File: src/rtl/tap_pkg.sv
// Shared TAP data-register constants: opcodes, IR capture pattern, defaults
// and the instruction-to-data-register decode.
package tap_pkg;

    localparam int          IR_LEN_DEF = 4;
    localparam logic [31:0] IDCODE_DEF = 32'h1000_0A6F;

    localparam logic [3:0] OP_IDCODE  = 4'h1;
    localparam logic [3:0] OP_USER    = 4'h2;
    localparam logic [3:0] OP_BYPASS  = 4'hF;
    localparam logic [3:0] IR_CAPTURE = 4'b0001;

    typedef enum logic [2:0] {
        ACT_NONE,
        ACT_TLR,
        ACT_CAP_IR,
        ACT_CAP_DR,
        ACT_SH_IR,
        ACT_SH_DR,
        ACT_UPD_IR,
        ACT_UPD_DR
    } tap_act_e;

    typedef enum logic [1:0] {
        SEL_BYPASS,
        SEL_IDCODE,
        SEL_USER
    } dr_sel_e;

    // Any opcode that is not recognised falls through to BYPASS.
    function automatic dr_sel_e decode_ir(input logic [31:0] op, input logic user_en);
        if (op == 32'(OP_IDCODE)) return SEL_IDCODE;
        if (user_en && (op == 32'(OP_USER))) return SEL_USER;
        return SEL_BYPASS;
    endfunction

endpackage

File: src/rtl/tap_regs_if.sv
// TAP serial port and controller state flags shared between the TAP
// controller (master) and the instruction/data register block (slave).
interface tap_regs_if;

    logic tdi;
    logic test_logic_reset;
    logic capture_ir;
    logic shift_ir;
    logic update_ir;
    logic capture_dr;
    logic shift_dr;
    logic update_dr;
    logic tdo;
    logic tdo_en;

    modport master (
        output tdi, test_logic_reset, capture_ir, shift_ir, update_ir,
               capture_dr, shift_dr, update_dr,
        input  tdo, tdo_en
    );

    modport slave (
        input  tdi, test_logic_reset, capture_ir, shift_ir, update_ir,
               capture_dr, shift_dr, update_dr,
        output tdo, tdo_en
    );

endinterface

File: src/rtl/tap_shift_reg.sv
// Generic capture/shift/update register: serial shift stage (right shift,
// sin into MSB) plus a parallel update stage; init reloads both reset values.
module tap_shift_reg #(
    parameter int               WIDTH   = 8,
    parameter logic [WIDTH-1:0] RST_SR  = '0,
    parameter logic [WIDTH-1:0] RST_PAR = '0
) (
    input  logic             tclk,
    input  logic             trst,
    input  logic             init,
    input  logic             cap,
    input  logic             shift,
    input  logic             upd,
    input  logic             sin,
    input  logic [WIDTH-1:0] cap_val,
    output logic [WIDTH-1:0] sr,
    output logic [WIDTH-1:0] par
);

    logic [WIDTH-1:0] sr_d, sr_q;
    logic [WIDTH-1:0] par_d, par_q;

    always_comb begin
        sr_d  = sr_q;
        par_d = par_q;
        if (init) begin
            sr_d  = RST_SR;
            par_d = RST_PAR;
        end else if (cap) begin
            sr_d = cap_val;
        end else if (shift) begin
            sr_d           = sr_q >> 1;
            sr_d[WIDTH-1]  = sin;
        end else if (upd) begin
            par_d = sr_q;
        end
    end

    always_ff @(posedge tclk) begin
        if (trst) begin
            sr_q  <= RST_SR;
            par_q <= RST_PAR;
        end else begin
            sr_q  <= sr_d;
            par_q <= par_d;
        end
    end

    assign sr  = sr_q;
    assign par = par_q;

endmodule

File: src/rtl/tap_regs.sv
// TAP instruction and data registers (IR, IDCODE, BYPASS, optional USER).
// Define TAP_USER_DR_EN to build the USER data register and its outputs.
module tap_regs
    import tap_pkg::*;
#(
    parameter int          IR_LEN     = IR_LEN_DEF,
    parameter logic [31:0] IDCODE_VAL = IDCODE_DEF,
    parameter int          USER_LEN   = 8
) (
    input  logic                tclk,
    input  logic                trst,
    tap_regs_if.slave           tap,
    input  logic [USER_LEN-1:0] user_in,
    output logic [IR_LEN-1:0]   ir,
    output logic [USER_LEN-1:0] user_out,
    output logic                user_upd
);

`ifdef TAP_USER_DR_EN
    localparam logic USER_EN = 1'b1;
`else
    localparam logic USER_EN = 1'b0;
`endif

    tap_act_e              act;
    dr_sel_e               sel;
    logic [IR_LEN-1:0]     ir_sr;
    logic [31:0]           idcode_sr;
    logic [31:0]           idcode_par_unused;
    logic [USER_LEN-1:0]   user_sr;
    logic                  bypass_d, bypass_q;
    logic                  dr_lsb;

    // Flags are nominally one-hot; resolve overlaps to a single action.
    always_comb begin
        act = ACT_NONE;
        if      (tap.test_logic_reset) act = ACT_TLR;
        else if (tap.capture_ir)       act = ACT_CAP_IR;
        else if (tap.capture_dr)       act = ACT_CAP_DR;
        else if (tap.shift_ir)         act = ACT_SH_IR;
        else if (tap.shift_dr)         act = ACT_SH_DR;
        else if (tap.update_ir)        act = ACT_UPD_IR;
        else if (tap.update_dr)        act = ACT_UPD_DR;
    end

    assign sel = decode_ir(32'(ir), USER_EN);

    tap_shift_reg #(
        .WIDTH   (IR_LEN),
        .RST_SR  (IR_LEN'(IR_CAPTURE)),
        .RST_PAR (IR_LEN'(OP_IDCODE))
    ) u_ir (
        .tclk    (tclk),
        .trst    (trst),
        .init    (act == ACT_TLR),
        .cap     (act == ACT_CAP_IR),
        .shift   (act == ACT_SH_IR),
        .upd     (act == ACT_UPD_IR),
        .sin     (tap.tdi),
        .cap_val (IR_LEN'(IR_CAPTURE)),
        .sr      (ir_sr),
        .par     (ir)
    );

    tap_shift_reg #(.WIDTH(32)) u_idcode (
        .tclk    (tclk),
        .trst    (trst),
        .init    (1'b0),
        .cap     ((act == ACT_CAP_DR) && (sel == SEL_IDCODE)),
        .shift   ((act == ACT_SH_DR) && (sel == SEL_IDCODE)),
        .upd     (1'b0),
        .sin     (tap.tdi),
        .cap_val (IDCODE_VAL),
        .sr      (idcode_sr),
        .par     (idcode_par_unused)
    );

    always_comb begin
        bypass_d = bypass_q;
        if ((act == ACT_CAP_DR) && (sel == SEL_BYPASS))
            bypass_d = 1'b0;
        else if ((act == ACT_SH_DR) && (sel == SEL_BYPASS))
            bypass_d = tap.tdi;
    end

    always_ff @(posedge tclk) begin
        if (trst) bypass_q <= 1'b0;
        else      bypass_q <= bypass_d;
    end

`ifdef TAP_USER_DR_EN
    logic user_upd_d, user_upd_q;

    tap_shift_reg #(.WIDTH(USER_LEN)) u_user (
        .tclk    (tclk),
        .trst    (trst),
        .init    (1'b0),
        .cap     ((act == ACT_CAP_DR) && (sel == SEL_USER)),
        .shift   ((act == ACT_SH_DR) && (sel == SEL_USER)),
        .upd     ((act == ACT_UPD_DR) && (sel == SEL_USER)),
        .sin     (tap.tdi),
        .cap_val (user_in),
        .sr      (user_sr),
        .par     (user_out)
    );

    always_comb user_upd_d = (act == ACT_UPD_DR) && (sel == SEL_USER);

    always_ff @(posedge tclk) begin
        if (trst) user_upd_q <= 1'b0;
        else      user_upd_q <= user_upd_d;
    end

    assign user_upd = user_upd_q;
`else
    logic unused_user_in;
    assign unused_user_in = ^user_in;
    assign user_sr        = '0;
    assign user_out       = '0;
    assign user_upd       = 1'b0;
`endif

    always_comb begin
        case (sel)
            SEL_IDCODE: dr_lsb = idcode_sr[0];
            SEL_USER:   dr_lsb = user_sr[0];
            default:    dr_lsb = bypass_q;
        endcase
    end

    // tdo only sees flop outputs; tdi reaches it one shift later at the earliest.
    assign tap.tdo_en = (tap.shift_ir | tap.shift_dr) & ~trst;
    assign tap.tdo    = tap.tdo_en & (tap.shift_ir ? ir_sr[0] : dr_lsb);

endmodule

File: src/flat_wrapper.sv
// flat-port wrapper written by rule: the top's interface ports become plain ports
module tap_regs_flat import tap_pkg::*;
#(
    parameter int          IR_LEN     = IR_LEN_DEF,
    parameter logic [31:0] IDCODE_VAL = IDCODE_DEF,
    parameter int          USER_LEN   = 8
)
  (tclk, trst, user_in, ir, user_out, user_upd, tap_tdi, tap_test_logic_reset, tap_capture_ir, tap_shift_ir, tap_update_ir, tap_capture_dr, tap_shift_dr, tap_update_dr, tap_tdo, tap_tdo_en);
  tap_regs_if tap_i ();
  input  logic tclk;
  input  logic trst;
  input  logic [USER_LEN-1:0] user_in;
  output logic [IR_LEN-1:0] ir;
  output logic [USER_LEN-1:0] user_out;
  output logic user_upd;
  input wire logic [$bits(tap_i.tdi)-1:0] tap_tdi;
  input wire logic [$bits(tap_i.test_logic_reset)-1:0] tap_test_logic_reset;
  input wire logic [$bits(tap_i.capture_ir)-1:0] tap_capture_ir;
  input wire logic [$bits(tap_i.shift_ir)-1:0] tap_shift_ir;
  input wire logic [$bits(tap_i.update_ir)-1:0] tap_update_ir;
  input wire logic [$bits(tap_i.capture_dr)-1:0] tap_capture_dr;
  input wire logic [$bits(tap_i.shift_dr)-1:0] tap_shift_dr;
  input wire logic [$bits(tap_i.update_dr)-1:0] tap_update_dr;
  output wire logic [$bits(tap_i.tdo)-1:0] tap_tdo;
  output wire logic [$bits(tap_i.tdo_en)-1:0] tap_tdo_en;
  assign tap_i.tdi = tap_tdi;
  assign tap_i.test_logic_reset = tap_test_logic_reset;
  assign tap_i.capture_ir = tap_capture_ir;
  assign tap_i.shift_ir = tap_shift_ir;
  assign tap_i.update_ir = tap_update_ir;
  assign tap_i.capture_dr = tap_capture_dr;
  assign tap_i.shift_dr = tap_shift_dr;
  assign tap_i.update_dr = tap_update_dr;
  assign tap_tdo = tap_i.tdo;
  assign tap_tdo_en = tap_i.tdo_en;
  tap_regs #(.IR_LEN(IR_LEN), .IDCODE_VAL(IDCODE_VAL), .USER_LEN(USER_LEN)) u_core (.tclk(tclk), .trst(trst), .tap(tap_i), .user_in(user_in), .ir(ir), .user_out(user_out), .user_upd(user_upd));
endmodule
File: config.mk
export PLATFORM = sky130hd
export DESIGN_NAME = tap_regs_flat
export DESIGN_NICKNAME = d
export VERILOG_FILES = /design/src/rtl/tap_pkg.sv /design/src/rtl/tap_regs_if.sv /design/src/rtl/tap_shift_reg.sv /design/src/rtl/tap_regs.sv /design/src/flat_wrapper.sv
export SDC_FILE = /design/constraint.sdc
export NUM_CORES = 1
export LEC_CHECK = 0
export BUFFER_PORTS_ARGS = -buffer_cell sky130_fd_sc_hd__buf_2
export CORE_ASPECT_RATIO = 0.5
export CORE_MARGIN = 2
export CORE_UTILIZATION = 35
export DETAILED_ROUTE_END_ITERATION = 6
export GPL_TIMING_DRIVEN = 0
export PLACE_DENSITY = 0.66
export SYNTH_ARGS = -nofsm -noshare
export SYNTH_HDL_FRONTEND = slang
export SYNTH_SLANG_ARGS = --single-unit
File: constraint.sdc
create_clock -name tclk -period 4.3 [get_ports tclk]
set_input_delay 0.86 -clock tclk [delete_from_list [all_inputs] [get_ports tclk]]
set_output_delay 0.86 -clock tclk [all_outputs]
set_load 0.05 [all_outputs]
==> flow_metrics.env, run 1 <==
export IMPL_die_y_um=53.00
export IMPL_synth_edf_count=0
export IMPL_avgRoutedWirePerCell_um=12.89
export IMPL_crit_family="simple AND/OR/NAND/NOR gates"
export IMPL_synth_area_leaders="dfxtp_1, o32ai_1, o221a_1, nand2_1, buf_4"
export IMPL_p_per_area_nw_per_um2=362.6
export IMPL_regArea_um2=820.8
export IMPL_synth_top_area_share=0.4885
export IMPL_cts_made_buffers=5
export IMPL_port_buffers=13
export IMPL_drc=0
export IMPL_tns_ns=0
export IMPL_path_max_fanout=10
export IMPL_cts_max_level=2
export IMPL_worst_pin_slew_ns=1.153
export IMPL_slowest_stage="or4b_4"
export IMPL_antenna_found_initial=0
export IMPL_power_frac_comb=0.107
export IMPL_viasPerCell=5.147
export IMPL_critPathBufInv=2
export IMPL_clock_fmax_mhz=339.7
export IMPL_switchingPower_uw=174.8
export IMPL_vdd_ir_drop_max_uv=146.2
export IMPL_pwr_share_clk=0.335
export IMPL_chipWidth_um=102.0
export IMPL_cts_hold_buffers_added=0
export IMPL_finClkSkew_ns=0.004138
export IMPL_cts_root_buf="clkbuf_8"
export IMPL_dp_cells=258
export IMPL_drt_iter0_drc=50
export IMPL_io_pins=33
export IMPL_fin_cells=266
export IMPL_synthesis_area_um2=1680
export IMPL_pwr_share_seq=0.558
export IMPL_gp_congestion=0.7464
export IMPL_fillers=459
export IMPL_period_share=0.6847
export IMPL_core_area_um2=4509
export IMPL_dieArea_um2=5405
export IMPL_max_cap_violations=0
export IMPL_total_power_uw=702.8
export IMPL_ys_flop_type="dfxtp_1"
export IMPL_yosysTopAreaCell="dfxtp_1"
export IMPL_status="finished, final reports clean"
export IMPL_nNetsFinal=217
export IMPL_slowest_delay_ns=0.56
export IMPL_setup_viol=0
export IMPL_final_common_cell="dfxtp_1"
export IMPL_path_clk_slew_ns=0.07
export IMPL_cts_sinks=41
export IMPL_slew_headroom=0.2204
export IMPL_p_int_uw=528.1
export IMPL_hold_ws_ns=0.4825
export IMPL_multiInputGateArea_um2=728.2
export IMPL_tritoncts="built"
export IMPL_antenna_cells=0
export IMPL_crit_path_frequent_cell="buf_2"
export IMPL_rsz0062_at_grt="false"
export IMPL_critPathLaunchType="flop"
export IMPL_async_reset_ff_frac=0
export IMPL_clkLatencyLatePin_ns=0.29
export IMPL_critPathArrivalTime_ns=2.08
export IMPL_path_class="reg -> out"
export IMPL_cts_resized=0
export IMPL_hold_viol=0
export IMPL_slew_violations=0
export IMPL_syn_to_final_growth_pct=15.34
export IMPL_hold_class="reg -> reg"
export IMPL_syn_inst=171
export IMPL_synth_seq_cells=41
export IMPL_place_hpwl_um=2342
export IMPL_critPathCaptureType="output port"
export IMPL_grt_usage=0.1394
export IMPL_ant_nets=0
export IMPL_synth_warning_count=0
export IMPL_final_cell_mix="dfxtp_1, nand2_1, o32ai_1"
export IMPL_vias=1369
export IMPL_overflow=0
export IMPL_final_layout_size_suffix_gt1_frac=0.2150
export IMPL_drtPass1Iterations=4
export IMPL_cts_buffer_depth=2
export IMPL_yosysSeqAreaShare=0.4885
export IMPL_start_util=0.3726
export IMPL_totalWireLength_um=3430
export IMPL_required_ns=3.44
export IMPL_switching_share=0.2487
export IMPL_rows=17
export IMPL_synth_cell_types=32
export IMPL_grt_max_degree=12
export IMPL_p_leak_nw=0.7011
export IMPL_post_cts_buffers=0
export IMPL_path_cells="or4b_4, buf_2, mux2_2, o211a_1, buf_2"
export IMPL_grt_pass1_wl_um=5740
export IMPL_synth_area_per_cell_um2=9.827
export IMPL_layout_min_cycle_time_ns=2.944
export IMPL_first_global_vias=1226
-- worst paths after layout --
check	from	endpoint	slack [ns]	depth (start not counted)
worst max-delay path	u_core.u_ir.par[1]$_SDFFE_PP0P_	tap_tdo	1.36	5
worst min-delay path	u_core.u_idcode.sr[18]$_SDFFE_PP0P_	u_core.u_idcode.sr[17]$_SDFFE_PP0P_	0.48	2
worst max register to register	u_core.u_ir.par[1]$_SDFFE_PP0P_	u_core.u_idcode.sr[2]$_SDFFE_PP0P_	2.49	4
worst min register to register	u_core.u_idcode.sr[18]$_SDFFE_PP0P_	u_core.u_idcode.sr[17]$_SDFFE_PP0P_	0.48	2
-- cells in the mapped netlist (3+ instances only) --
cell       n
inv_1      3
buf_2      6
nand3_1   10
buf_4      9
dfxtp_1   41
clkbuf_1   7
mux2i_1    4
a21oi_1    3
o32ai_1   20
o21ai_0    4
or2_2      3
o22ai_1    3
o221a_1    9
nor3_1     3
nor2_1     3
nand2_1   22
-- registers in the layout (all words and copies together) (netlist names) --
name / count
u_core.bypass_q: 1
u_core.u_idcode.sr: 32
u_core.u_ir.par: 4
u_core.u_ir.sr: 4
-- worst register-to-register path: stages (launching register included) --
cell and delay [ns]:
dfxtp_1 0.33, or4b_4 0.56, or3_1 0.37, buf_2 0.18, o221a_1 0.25
-- stage by stage --
step                setup WS (ns)  cell area [um2]  utilization
finish                      1.356             1938       0.4298
global route                1.272             1938       0.4298
CTS                         1.342             1938       0.4298
detailed placement          1.666             1858       0.4120
global placement            1.670             1858       0.4120
floorplan                   1.170             1710            -
-- metal layers --
metal / track usage / part of all wire / wire (um) / vias up
met5: 0 / 0 / 0 / -
li1: - / - / - / 681
met1: 0.1891 / 0.52 / 1798 / 641
met3: 0.03303 / 0.048 / 163 / 7
met4: 0.07333 / 0.020 / 67 / 0
met2: 0.2061 / 0.41 / 1400 / 40
-- power by group through the flow --
| stage | clock network [mW] | registers (mW) | logic (mW) |
|---|---|---|---|
| 5_1_grt | 0.258 | 0.393 | 0.0813 |
| 2_1_floorplan | 0 | 0.399 | 0.0604 |
| 6_report | 0.236 | 0.392 | 0.0753 |
| 3_3_place_gp | 0 | 0.400 | 0.0738 |
| 3_5_place_dp | 0 | 0.401 | 0.0746 |
| 4_1_cts | 0.244 | 0.392 | 0.0749 |
-- cells by family (layout without fill, tap and decap cells) --
group,count (synthesis),in the layout,share of synthesized area
multiplexers,5,5,0.03053
other,1,9,0.002232
AO/OA/AOI/OAI,44,44,0.2219
buffers and inverters,28,49,0.09605
flip-flops,41,41,0.4885
AND/OR/NAND/NOR,52,52,0.1608
-- final cells by class --
class	instances	share of cell area
Tap cell	66	0.04261
Multi-Input combinational cell	110	0.3757
Inverter	4	0.007747
Buffer	24	0.07553
Sequential cell	41	0.4235
Clock buffer	8	0.04132
Timing Repair Buffer	13	0.03357
(Power assumes the default switching activity.)
==> run 2, diff against run 1 <==
- PLACE_DENSITY: 0.66 -> 0.68
- clock period: 4.3 -> 2.6 ns (I/O delays scaled with it)
==> flow_metrics.env, run 2 (synthesis results as in run 1) <==
export IMPL_hold_class="reg -> reg"
export IMPL_die_y_um=53.00
export IMPL_final_layout_size_suffix_gt1_frac=0.2222
export IMPL_setup_viol=0
export IMPL_worst_pin_slew_ns=1.187
export IMPL_period_share=0.9632
export IMPL_io_pins=33
export IMPL_finClkSkew_ns=0.007423
export IMPL_vias=1319
export IMPL_clkLatencyLatePin_ns=0.29
export IMPL_required_ns=2.08
export IMPL_regArea_um2=820.8
export IMPL_p_leak_nw=0.7100
export IMPL_status="finished, final reports clean"
export IMPL_antenna_found_initial=0
export IMPL_cts_root_buf="clkbuf_8"
export IMPL_syn_to_final_growth_pct=16.46
export IMPL_critPathCaptureType="output port"
export IMPL_slew_headroom=0.1974
export IMPL_rows=17
export IMPL_multiInputGateArea_um2=728.2
export IMPL_final_cell_mix="dfxtp_1, nand2_1, o32ai_1"
export IMPL_wl_met2_um=1382
export IMPL_slowest_delay_ns=0.64
export IMPL_wl_met1_um=1660
export IMPL_ant_nets=0
export IMPL_wl_met3_um=171
export IMPL_path_clk_slew_ns=0.07
export IMPL_totalWireLength_um=3293
export IMPL_post_cts_buffers=0
export IMPL_grt_max_degree=13
export IMPL_gp_congestion=0.7510
export IMPL_cts_made_buffers=5
export IMPL_place_hpwl_um=2334
export IMPL_port_buffers=13
export IMPL_antenna_cells=0
export IMPL_top_layer="met4"
export IMPL_start_util=0.3726
export IMPL_cts_max_level=2
export IMPL_path_class="reg -> out"
export IMPL_slowest_stage="or4b_4"
export IMPL_viasPerCell=4.996
export IMPL_place_area_um2=1858
export IMPL_grt_usage=0.1365
export IMPL_first_global_vias=1192
export IMPL_grt_pass1_wl_um=5526
export IMPL_hold_viol=0
export IMPL_timing_final_ws_setup_ns=0.09567
export IMPL_cts_hold_buffers_added=0
export IMPL_drc=0
export IMPL_drtPass1Iterations=4
export IMPL_tritoncts="built"
export IMPL_chipWidth_um=102.0
export IMPL_path_max_fanout=12
export IMPL_largest_register_ffs=32
export IMPL_core_area_um2=4509
export IMPL_critPathLaunchType="flop"
export IMPL_path_cells="or4b_4, mux2_2, o211a_1, buf_2"
export IMPL_vdd_ir_drop_max_uv=347.3
export IMPL_p_per_area_nw_per_um2=642.4
export IMPL_final_area_um2=1957
export IMPL_nNetsFinal=216
export IMPL_critPathArrivalTime_ns=1.98
export IMPL_dp_cells=258
export IMPL_final_common_cell="dfxtp_1"
export IMPL_fillers=471
export IMPL_tns_ns=0
export IMPL_clock_fmax_mhz=399.3
export IMPL_dieArea_um2=5405
export IMPL_rsz0062_at_grt="false"
export IMPL_max_cap_violations=0
export IMPL_cts_sinks=41
export IMPL_overflow=0
export IMPL_dp_slack_ns=0.3021
export IMPL_avgRoutedWirePerCell_um=12.47
export IMPL_layout_min_cycle_time_ns=2.504
export IMPL_cts_buffer_depth=2
export IMPL_drt_iter0_drc=45
export IMPL_slew_violations=0
export IMPL_fin_cells=264
==> run 2: cell count changes in the layout (fill, tap and decap cells not counted), sizes merged <==
cell / change
bufinv: +1
clkinv: +1
buf: -1
clkbuf: -3
==> run 2: per-layer routing <==
metal  vias up  GRT usage
met5         -          0
met4         0    0.08667
met3         7    0.03170
met2        34     0.1996
met1       603     0.1817
li1        675          -
==> run 2: cell type report <==
type	count	area share
timing repair buffer	13	0.03325
tap	66	0.04220
sequential	41	0.4194
clock inverter	2	0.01790
multi-input combinational	110	0.3721
buffer	23	0.07225
clock buffer	5	0.03517
inverter	4	0.007673
==> run 2: worst max-delay path, delay by kind of cell, from the launching register on <==
family	cells	cell delay, ns
AO/OA/AOI/OAI	1	0.20
buffers and inverters	1	0.21
flip-flops	1	0.33
multiplexers	1	0.32
AND/OR/NAND/NOR	1	0.64
==> run 2: what timing repair did <==
item,4_1_cts,5_1_grt
gates resized for setup,0,0
endpoints found under the hold margin,0,0
setup endpoints to repair,1,0
==> run 2: path summary, 6_finish.rpt <==
kind / from / end / slack (ns) / depth (start not counted)
worst max-delay path: u_core.u_ir.par[1]$_SDFFE_PP0P_ / tap_tdo / 0.1 / 4
worst min-delay path: u_core.u_ir.sr[2]$_SDFFE_PP0N_ / u_core.u_ir.par[2]$_SDFFE_PP0P_ / 0.48 / 2
worst max register to register: u_core.u_ir.par[1]$_SDFFE_PP0P_ / u_core.u_idcode.sr[2]$_SDFFE_PP0P_ / 0.71 / 4
worst min register to register: u_core.u_ir.sr[2]$_SDFFE_PP0N_ / u_core.u_ir.par[2]$_SDFFE_PP0P_ / 0.48 / 2
==> run 2: power breakdown <==
group          switching [mW]  total (mW)  internal (mW)
clock network           0.207       0.486          0.279
registers             0.00776       0.648          0.640
logic                  0.0811       0.123         0.0423
==> run 2: per-stage QoR <==
| stage | total power [mW] | hold slack (ns) | util |
|---|---|---|---|
| final | 1.257 | 0.4833 | 0.4340 |
| after global routing | 1.312 | 0.4948 | 0.4340 |
| after CTS | 1.274 | 0.4790 | 0.4340 |
| after detailed placement | 0.7855 | 0.4678 | 0.4120 |
| after global placement | 0.7836 | 0.4608 | 0.4120 |
| after floorplan | 0.7605 | 0.4485 | - |
